===== src/rtl/burst_addr_gen_if.sv =====
// -----------------------------------------------------------------------------
// burst_addr_gen_if
// Command and per-beat address bundle for burst_addr_gen.
//
// Signals
//   cmd_valid / cmd_ready   command handshake (source -> generator)
//   cmd_addr                burst start address
//   cmd_len                 beats in burst (0 treated as 1, >MAX clamped)
//   cmd_mode                00 FIXED, 01 INCR, 10 WRAP, 11 INCR
//   cmd_stride              address step per beat, bytes
//   addr_valid / addr_ready beat handshake (generator -> consumer)
//   addr_out                current beat address
//   addr_last               final beat of the burst
//   beat_idx                0-based beat index
//   busy                    burst in progress
//
// Modports
//   slave   the generator itself
//   master  the command source / beat consumer side
// -----------------------------------------------------------------------------
interface burst_addr_gen_if #(
    parameter int ADDR_WIDTH    = 32,
    parameter int MAX_BURST_LEN = 16,
    parameter int STRIDE_WIDTH  = 8
);
    localparam int LEN_WIDTH = $clog2(MAX_BURST_LEN) + 1;

    logic                    cmd_valid;
    logic                    cmd_ready;
    logic [ADDR_WIDTH-1:0]   cmd_addr;
    logic [LEN_WIDTH-1:0]    cmd_len;
    logic [1:0]              cmd_mode;
    logic [STRIDE_WIDTH-1:0] cmd_stride;

    logic                    addr_valid;
    logic                    addr_ready;
    logic [ADDR_WIDTH-1:0]   addr_out;
    logic                    addr_last;
    logic [LEN_WIDTH-1:0]    beat_idx;
    logic                    busy;

    modport slave (
        input  cmd_valid, cmd_addr, cmd_len, cmd_mode, cmd_stride, addr_ready,
        output cmd_ready, addr_valid, addr_out, addr_last, beat_idx, busy
    );

    modport master (
        output cmd_valid, cmd_addr, cmd_len, cmd_mode, cmd_stride, addr_ready,
        input  cmd_ready, addr_valid, addr_out, addr_last, beat_idx, busy
    );
endinterface


===== src/rtl/burst_addr_gen.sv =====
// -----------------------------------------------------------------------------
// burst_addr_gen
// Accepts one burst command and emits one address per beat in FIXED, INCR or
// WRAP mode. Commands and beats never overlap: the next command is accepted
// only once the generator is back in IDLE.
//
// Ports
//   clk            clock, all logic on posedge
//   rst            synchronous reset, active-high
//   bus            burst_addr_gen_if.slave (command and beat handshakes)
//   dbg_burst_cnt  [15:0] completed bursts, saturating   (debug build only)
//   dbg_err        sticky illegal-command flag           (debug build only)
//
// Configuration
//   BURST_ADDR_GEN_DEBUG_EN  when defined, adds dbg_burst_cnt and dbg_err.
//   The address datapath is identical with or without it.
//
// States
//   state   | meaning
//   S_IDLE  | waiting for a command, cmd_ready=1
//   S_BURST | emitting beats, addr_valid=1, busy=1
// -----------------------------------------------------------------------------
module burst_addr_gen #(
    parameter int ADDR_WIDTH    = 32,
    parameter int MAX_BURST_LEN = 16,
    parameter int STRIDE_WIDTH  = 8
) (
    input  logic clk,
    input  logic rst,
    burst_addr_gen_if.slave bus
`ifdef BURST_ADDR_GEN_DEBUG_EN
    ,
    output logic [15:0] dbg_burst_cnt,
    output logic        dbg_err
`endif
);
    localparam int LEN_WIDTH = $clog2(MAX_BURST_LEN) + 1;
    localparam logic [LEN_WIDTH-1:0]  MAX_LEN  = LEN_WIDTH'(MAX_BURST_LEN);
    localparam logic [LEN_WIDTH-1:0]  ONE_LEN  = LEN_WIDTH'(1);
    localparam logic [ADDR_WIDTH-1:0] ONE_ADDR = ADDR_WIDTH'(1);

    typedef enum logic {S_IDLE, S_BURST} state_t;
    typedef enum logic [1:0] {M_FIXED = 2'b00, M_INCR = 2'b01, M_WRAP = 2'b10} step_t;

    state_t state, state_nxt;

    // Latched burst context
    logic [ADDR_WIDTH-1:0] addr_q;
    logic [ADDR_WIDTH-1:0] base_q;
    logic [ADDR_WIDTH-1:0] mask_q;
    logic [ADDR_WIDTH-1:0] stride_q;
    logic [LEN_WIDTH-1:0]  len_q;
    logic [LEN_WIDTH-1:0]  idx_q;
    step_t                 step_q;

    // Command decode
    logic [LEN_WIDTH-1:0]  len_eff;
    logic [ADDR_WIDTH-1:0] stride_ext;
    logic [ADDR_WIDTH-1:0] span;
    logic [ADDR_WIDTH-1:0] wrap_mask;
    logic                  len_pow2;
    logic                  stride_pow2;
    logic                  wrap_ok;
    step_t                 step_sel;

    logic [ADDR_WIDTH-1:0] addr_sum;
    logic [ADDR_WIDTH-1:0] addr_next;
    logic                  is_last;
    logic                  cmd_fire;
    logic                  beat_fire;

    always_comb begin
        stride_ext = ADDR_WIDTH'(bus.cmd_stride);

        if (bus.cmd_len == '0) begin
            len_eff = ONE_LEN;
        end else if (bus.cmd_len > MAX_LEN) begin
            len_eff = MAX_LEN;
        end else begin
            len_eff = bus.cmd_len;
        end

        len_pow2    = ((len_eff & (len_eff - ONE_LEN)) == '0);
        stride_pow2 = (stride_ext != '0) && ((stride_ext & (stride_ext - ONE_ADDR)) == '0);
        wrap_ok     = len_pow2 && stride_pow2;

        // Both factors are powers of two, so span is one too; if it overflows
        // to zero the mask becomes all-ones and the wrap covers the whole space.
        span      = ADDR_WIDTH'(len_eff) * stride_ext;
        wrap_mask = span - ONE_ADDR;

        case (bus.cmd_mode)
            2'b00:   step_sel = M_FIXED;
            2'b10:   step_sel = wrap_ok ? M_WRAP : M_INCR;
            default: step_sel = M_INCR;
        endcase
    end

    // Stride 0 needs no special case: addr + 0 keeps the address fixed.
    always_comb begin
        addr_sum = addr_q + stride_q;
        case (step_q)
            M_FIXED: addr_next = addr_q;
            M_WRAP:  addr_next = base_q | (addr_sum & mask_q);
            default: addr_next = addr_sum;
        endcase
    end

    always_ff @(posedge clk) begin
        if (rst) begin
            state <= S_IDLE;
        end else begin
            state <= state_nxt;
        end
    end

    always_comb begin
        state_nxt      = state;
        cmd_fire       = 1'b0;
        beat_fire      = 1'b0;
        is_last        = 1'b0;
        bus.cmd_ready  = 1'b0;
        bus.addr_valid = 1'b0;
        bus.busy       = 1'b0;
        bus.addr_last  = 1'b0;

        case (state)
            S_IDLE: begin
                bus.cmd_ready = 1'b1;
                if (bus.cmd_valid) begin
                    cmd_fire  = 1'b1;
                    state_nxt = S_BURST;
                end
            end
            S_BURST: begin
                bus.addr_valid = 1'b1;
                bus.busy       = 1'b1;
                is_last        = (idx_q == (len_q - ONE_LEN));
                bus.addr_last  = is_last;
                if (bus.addr_ready) begin
                    beat_fire = 1'b1;
                    if (is_last) begin
                        state_nxt = S_IDLE;
                    end
                end
            end
            default: state_nxt = S_IDLE;
        endcase
    end

    always_ff @(posedge clk) begin
        if (rst) begin
            addr_q   <= '0;
            base_q   <= '0;
            mask_q   <= '0;
            stride_q <= '0;
            len_q    <= '0;
            idx_q    <= '0;
            step_q   <= M_FIXED;
        end else if (cmd_fire) begin
            addr_q   <= bus.cmd_addr;
            base_q   <= bus.cmd_addr & ~wrap_mask;
            mask_q   <= wrap_mask;
            stride_q <= stride_ext;
            len_q    <= len_eff;
            idx_q    <= '0;
            step_q   <= step_sel;
        end else if (beat_fire) begin
            if (is_last) begin
                // addr_out keeps the final address; only the index rewinds.
                idx_q <= '0;
            end else begin
                idx_q  <= idx_q + ONE_LEN;
                addr_q <= addr_next;
            end
        end
    end

    assign bus.addr_out = addr_q;
    assign bus.beat_idx = idx_q;

`ifdef BURST_ADDR_GEN_DEBUG_EN
    logic cmd_illegal;

    assign cmd_illegal = (bus.cmd_len == '0) || (bus.cmd_len > MAX_LEN) ||
                         ((bus.cmd_mode == 2'b10) && !wrap_ok);

    always_ff @(posedge clk) begin
        if (rst) begin
            dbg_burst_cnt <= '0;
            dbg_err       <= 1'b0;
        end else begin
            if (beat_fire && is_last && (dbg_burst_cnt != 16'hFFFF)) begin
                dbg_burst_cnt <= dbg_burst_cnt + 16'd1;
            end
            if (cmd_fire && cmd_illegal) begin
                dbg_err <= 1'b1;
            end
        end
    end
`endif

endmodule


===== src/flat_wrapper.sv =====
// flat-port wrapper written by rule: the top's interface ports become plain ports
module burst_addr_gen_flat 
#(
    parameter int ADDR_WIDTH    = 32,
    parameter int MAX_BURST_LEN = 16,
    parameter int STRIDE_WIDTH  = 8
)
  (clk, rst, bus_cmd_valid, bus_cmd_addr, bus_cmd_len, bus_cmd_mode, bus_cmd_stride, bus_addr_ready, bus_cmd_ready, bus_addr_valid, bus_addr_out, bus_addr_last, bus_beat_idx, bus_busy);
  burst_addr_gen_if #(.ADDR_WIDTH(ADDR_WIDTH), .MAX_BURST_LEN(MAX_BURST_LEN), .STRIDE_WIDTH(STRIDE_WIDTH)) bus_i ();
  input  logic clk;
  input  logic rst;
  input wire logic [$bits(bus_i.cmd_valid)-1:0] bus_cmd_valid;
  input wire logic [$bits(bus_i.cmd_addr)-1:0] bus_cmd_addr;
  input wire logic [$bits(bus_i.cmd_len)-1:0] bus_cmd_len;
  input wire logic [$bits(bus_i.cmd_mode)-1:0] bus_cmd_mode;
  input wire logic [$bits(bus_i.cmd_stride)-1:0] bus_cmd_stride;
  input wire logic [$bits(bus_i.addr_ready)-1:0] bus_addr_ready;
  output wire logic [$bits(bus_i.cmd_ready)-1:0] bus_cmd_ready;
  output wire logic [$bits(bus_i.addr_valid)-1:0] bus_addr_valid;
  output wire logic [$bits(bus_i.addr_out)-1:0] bus_addr_out;
  output wire logic [$bits(bus_i.addr_last)-1:0] bus_addr_last;
  output wire logic [$bits(bus_i.beat_idx)-1:0] bus_beat_idx;
  output wire logic [$bits(bus_i.busy)-1:0] bus_busy;
  assign bus_i.cmd_valid = bus_cmd_valid;
  assign bus_i.cmd_addr = bus_cmd_addr;
  assign bus_i.cmd_len = bus_cmd_len;
  assign bus_i.cmd_mode = bus_cmd_mode;
  assign bus_i.cmd_stride = bus_cmd_stride;
  assign bus_i.addr_ready = bus_addr_ready;
  assign bus_cmd_ready = bus_i.cmd_ready;
  assign bus_addr_valid = bus_i.addr_valid;
  assign bus_addr_out = bus_i.addr_out;
  assign bus_addr_last = bus_i.addr_last;
  assign bus_beat_idx = bus_i.beat_idx;
  assign bus_busy = bus_i.busy;
  burst_addr_gen #(.ADDR_WIDTH(ADDR_WIDTH), .MAX_BURST_LEN(MAX_BURST_LEN), .STRIDE_WIDTH(STRIDE_WIDTH)) u_core (.clk(clk), .rst(rst), .bus(bus_i));
endmodule

===== config.mk =====
export PLATFORM = sky130hd
export DESIGN_NAME = burst_addr_gen_flat
export DESIGN_NICKNAME = d
export VERILOG_FILES = /design/src/rtl/burst_addr_gen_if.sv /design/src/rtl/burst_addr_gen.sv /design/src/flat_wrapper.sv
export SDC_FILE = /design/constraint.sdc
export NUM_CORES = 1
export LEC_CHECK = 0
export ABC_CLOCK_PERIOD_IN_PS = 12030
export BUFFER_PORTS_ARGS = -buffer_cell sky130_fd_sc_hd__buf_2
export CORE_MARGIN = 2
export CORE_UTILIZATION = 35
export CTS_CLUSTER_DIAMETER = 100
export CTS_CLUSTER_SIZE = 12
export DETAILED_ROUTE_END_ITERATION = 16
export GPL_TIMING_DRIVEN = 1
export RECOVER_POWER = 25
export SLEW_MARGIN = 20
export SYNTH_ARGS = -nofsm -noshare
export SYNTH_HDL_FRONTEND = slang
export SYNTH_SLANG_ARGS = --single-unit

===== constraint.sdc =====
create_clock -name clk -period 12.03 [get_ports clk]
set_input_delay 2.406 -clock clk [delete_from_list [all_inputs] [get_ports clk]]
set_output_delay 2.406 -clock clk [all_outputs]
set_load 0.1 [all_outputs]

==> impl_metrics.json <==
{
  "antenna_found_initial": 0,
  "gr-usage-met2": 0.312,
  "leakage_nw": 3.19,
  "crit_slowest_cell": "xnor2_2",
  "yosys_register_bits": 99,
  "holdWs_ns": 0.450,
  "dieArea_mm2": 0.0210,
  "path_common_cell": "fa_1",
  "path_clk_slew_ns": 0.07,
  "cts_hold_buf": 0,
  "top_usage_layer": "met2",
  "syn-mean-instance-area_um2": 7.92,
  "die_x_um": 145,
  "p_int_mw": 0.651,
  "fin_ws_ns": 5.08,
  "synth_most_common_cell": "nand2_1",
  "rr_startpoint": "u_core.len_q[0]",
  "use_met3": 0.0308,
  "cp_max_fo": 16,
  "hold_class": "reg2reg",
  "crit_family": "adder cells",
  "vias": 6586,
  "antenna_cells": 0,
  "synth_top_area_frac": 0.285,
  "ys_seq_area_frac": 0.285,
  "cts_max_level": 3,
  "violations": "max-capacitance violations, max-slew violations",
  "grt_pass1_wl_um": 33400,
  "fmax_mhz": 144,
  "drive_above_1_share": 0.119,
  "place_inst": 1195,
  "crit_path_start": "bus_cmd_len[2]",
  "yosysUniqueCellTypes": 83,
  "ios": 92,
  "power_mw": 1.07,
  "dp_slack_ns": 4.71,
  "synthesis.nets": 988,
  "syn_to_final_growth_pct": 13.0,
  "maxCapViolations": 1,
  "cts_buffers": 9,
  "cts_resized": 0,
  "critPathBufInv": 3,
  "drc": 0,
  "syn_inst": 879,
  "slew_headroom": -0.894,
  "io_buffers": 91,
  "hp-start": "u_core.base_q[16]",
  "dp_hpwl_um": 14600,
  "post-route-util": 0.404,
  "slowest_delay_ns": 0.80,
  "p_sw_frac": 0.389,
  "insertion_delay_ns": 0.36,
  "start_util": 0.358,
  "synth_ff_type": "dfxtp_1",
  "fin_nets": 1050,
  "post_cts_buffers": 0,
  "status": "finished with violations",
  "powerDensity_mw_per_mm2": 135,
  "worstSetupStartpointType": "primary input",
  "syn_area_mm2": 0.00696,
  "combPwrFrac": 0.356,
  "period_needed_ns": 6.95,
  "vias_per_cell": 5.44,
  "finalSetupViolations": 0,
  "yosys-top-cells-area": "dfxtp_1 (28%), nand2_1 (7.0%), ha_1 (6.5%)",
  "finalClockSkew_ns": 0.0140,
  "drt_iter0_markers": 578,
  "p_clk_frac": 0.285,
  "synth_edf_count": 0,
  "yosys_warnings": 0,
  "setup_tns_ns": 0,
  "layout.cells.non_filler": 1211,
  "p_switching_mw": 0.415,
  "r2r-end": "u_core.bus.addr_out[14]",
  "yosysTopAreaCell": "dfxtp_1",
  "seqPwrFrac": 0.359,
  "grt_max_degree": 76,
  "cp.depth": 17,
  "gr-total-overflow": 0,
  "drtPass1Iterations": 4,
  "rrSetupSlack_ns": 9.01,
  "clockBufferDepth": 2,
  "drtAntennaViolNets": 0,
  "gp_congestion": 0.789,
  "core-area_mm2": 0.0195,
  "ff2ff_path_depth": 8,
  "grt_use_total": 0.196,
  "peakVddDrop_v": 0.0000620,
  "wirelength_um": 20600,
  "async_reset_ff_frac": 0,
  "rsz0062_at_grt": "no",
  "fin_area_mm2": 0.00787,
  "arrival_ns": 7.25,
  "drv_slew": 56,
  "synth_common_cells": "nand2_1 (129), dfxtp_1 (99), a21oi_1 (70)",
  "crit_chain": "buf_2, nor3_1, nor2_1, nor2_1, and2_1, fa_1, inv_1, fa_1, fa_1, inv_1, ha_1, a211oi_1, o21bai_1, a2111oi_4, o31ai_2, xnor2_2, a32o_1",
  "cts_root_buf": "clkbuf_16",
  "cts_tree": "done",
  "cp_data_required_time_ns": 12.33,
  "worstMarginPinSlew_ns": 2.84,
  "cts_num_sinks": 99,
  "finalCritPeriodShare": 0.578,
  "row_count": 51,
  "use_met1": 0.278,
  "dpl_cell_area_mm2": 0.00759,
  "endpoint_kind": "register",
  "wl_per_cell_um": 17.0,
  "endpoint": "u_core.base_q[18]",
  "die_h_um": 145,
  "critPathKind": "in2reg",
  "hold_violations": 0,
  "first_global_vias": 6142
}
## power groups by stage
stage | clock network (mW) | logic (mW) | registers, mW
6_report | 0.303 | 0.379 | 0.383
5_1_grt | 0.323 | 0.423 | 0.387
4_1_cts | 0.309 | 0.381 | 0.382
3_5_place_dp | 0 | 0.380 | 0.390
3_3_place_gp | 0 | 0.375 | 0.389
2_1_floorplan | 0 | 0.234 | 0.446
## worst min-delay path: stages, from the launching register on
cell,delay (ns)
dfxtp_1,0.31
nand2_1,0.05
o21ai_1,0.05
## routing by layer
layer | wire length [um] | part of all wire | vias up
li1 | - | - | 3278
met1 | 9940 | 0.48 | 3122
met2 | 9470 | 0.46 | 170
met3 | 944 | 0.046 | 16
met4 | 276 | 0.013 | 0
met5 | 0 | 0 | -
## layout by cell type, fill, tap and decap left out, types with 4 or more instances in the layout
master	netlist	layout
a211oi_1	17	17
a21o_1	6	6
a21oi_1	70	70
a221oi_1	5	5
a22oi_1	4	4
a31oi_1	7	7
a32o_1	18	18
and2_1	24	24
and3_1	14	14
and4_1	4	4
buf_2	4	72
buf_4	1	8
clkbuf_1	34	21
clkbuf_16	0	9
dfxtp_1	99	99
fa_1	22	22
ha_1	36	36
inv_1	59	59
nand2_1	129	128
nand3_1	28	28
nand4_1	6	6
nor2_1	66	64
nor2b_1	8	6
nor3_1	18	18
nor4_1	7	7
nor4b_1	4	4
o211ai_1	11	11
o21a_1	9	9
o21ai_0	28	28
o21ai_1	12	12
o31ai_1	16	16
or3_1	5	5
xnor2_1	10	10
xor2_1	16	16
## worst min-delay path by stage
stage / cells after the start / to
5_1_grt: 2 / u_core.base_q[2]
6_report: 2 / u_core.base_q[16]
2_1_floorplan: 2 / u_core.base_q[25]
4_1_cts: 2 / u_core.base_q[16]
3_5_place_dp: 2 / u_core.base_q[16]
3_3_place_gp: 2 / u_core.base_q[16]
## cells by family after synthesis
logic type / synth area share
mux: 0.00431
buf+inv: 0.0670
simple gates: 0.229
xor+xnor: 0.0350
compound gates: 0.249
fa+ha+maj: 0.131
flops: 0.285
## state kept, by name (all words and copies together) (netlist names)
signal and flops:
u_core.state 1, u_core.base_q 32, u_core.stride_q 8, u_core.mask_q 14, u_core.bus.addr_out 32, u_core.step_q 2
u_core.len_q 5, u_core.bus.beat_idx 5
## final cells by class
cell class / count / area (um^2)
Fill cell: 2043 / 11600
Multi-Input combinational cell: 672 / 4530
Sequential cell: 99 / 1980
Timing Repair Buffer: 100 / 495
Tap cell: 265 / 332
Clock buffer: 11 / 243
Inverter: 59 / 221
Clock inverter: 5 / 60.1
Note: power is estimated with default switching activity, not from simulation.
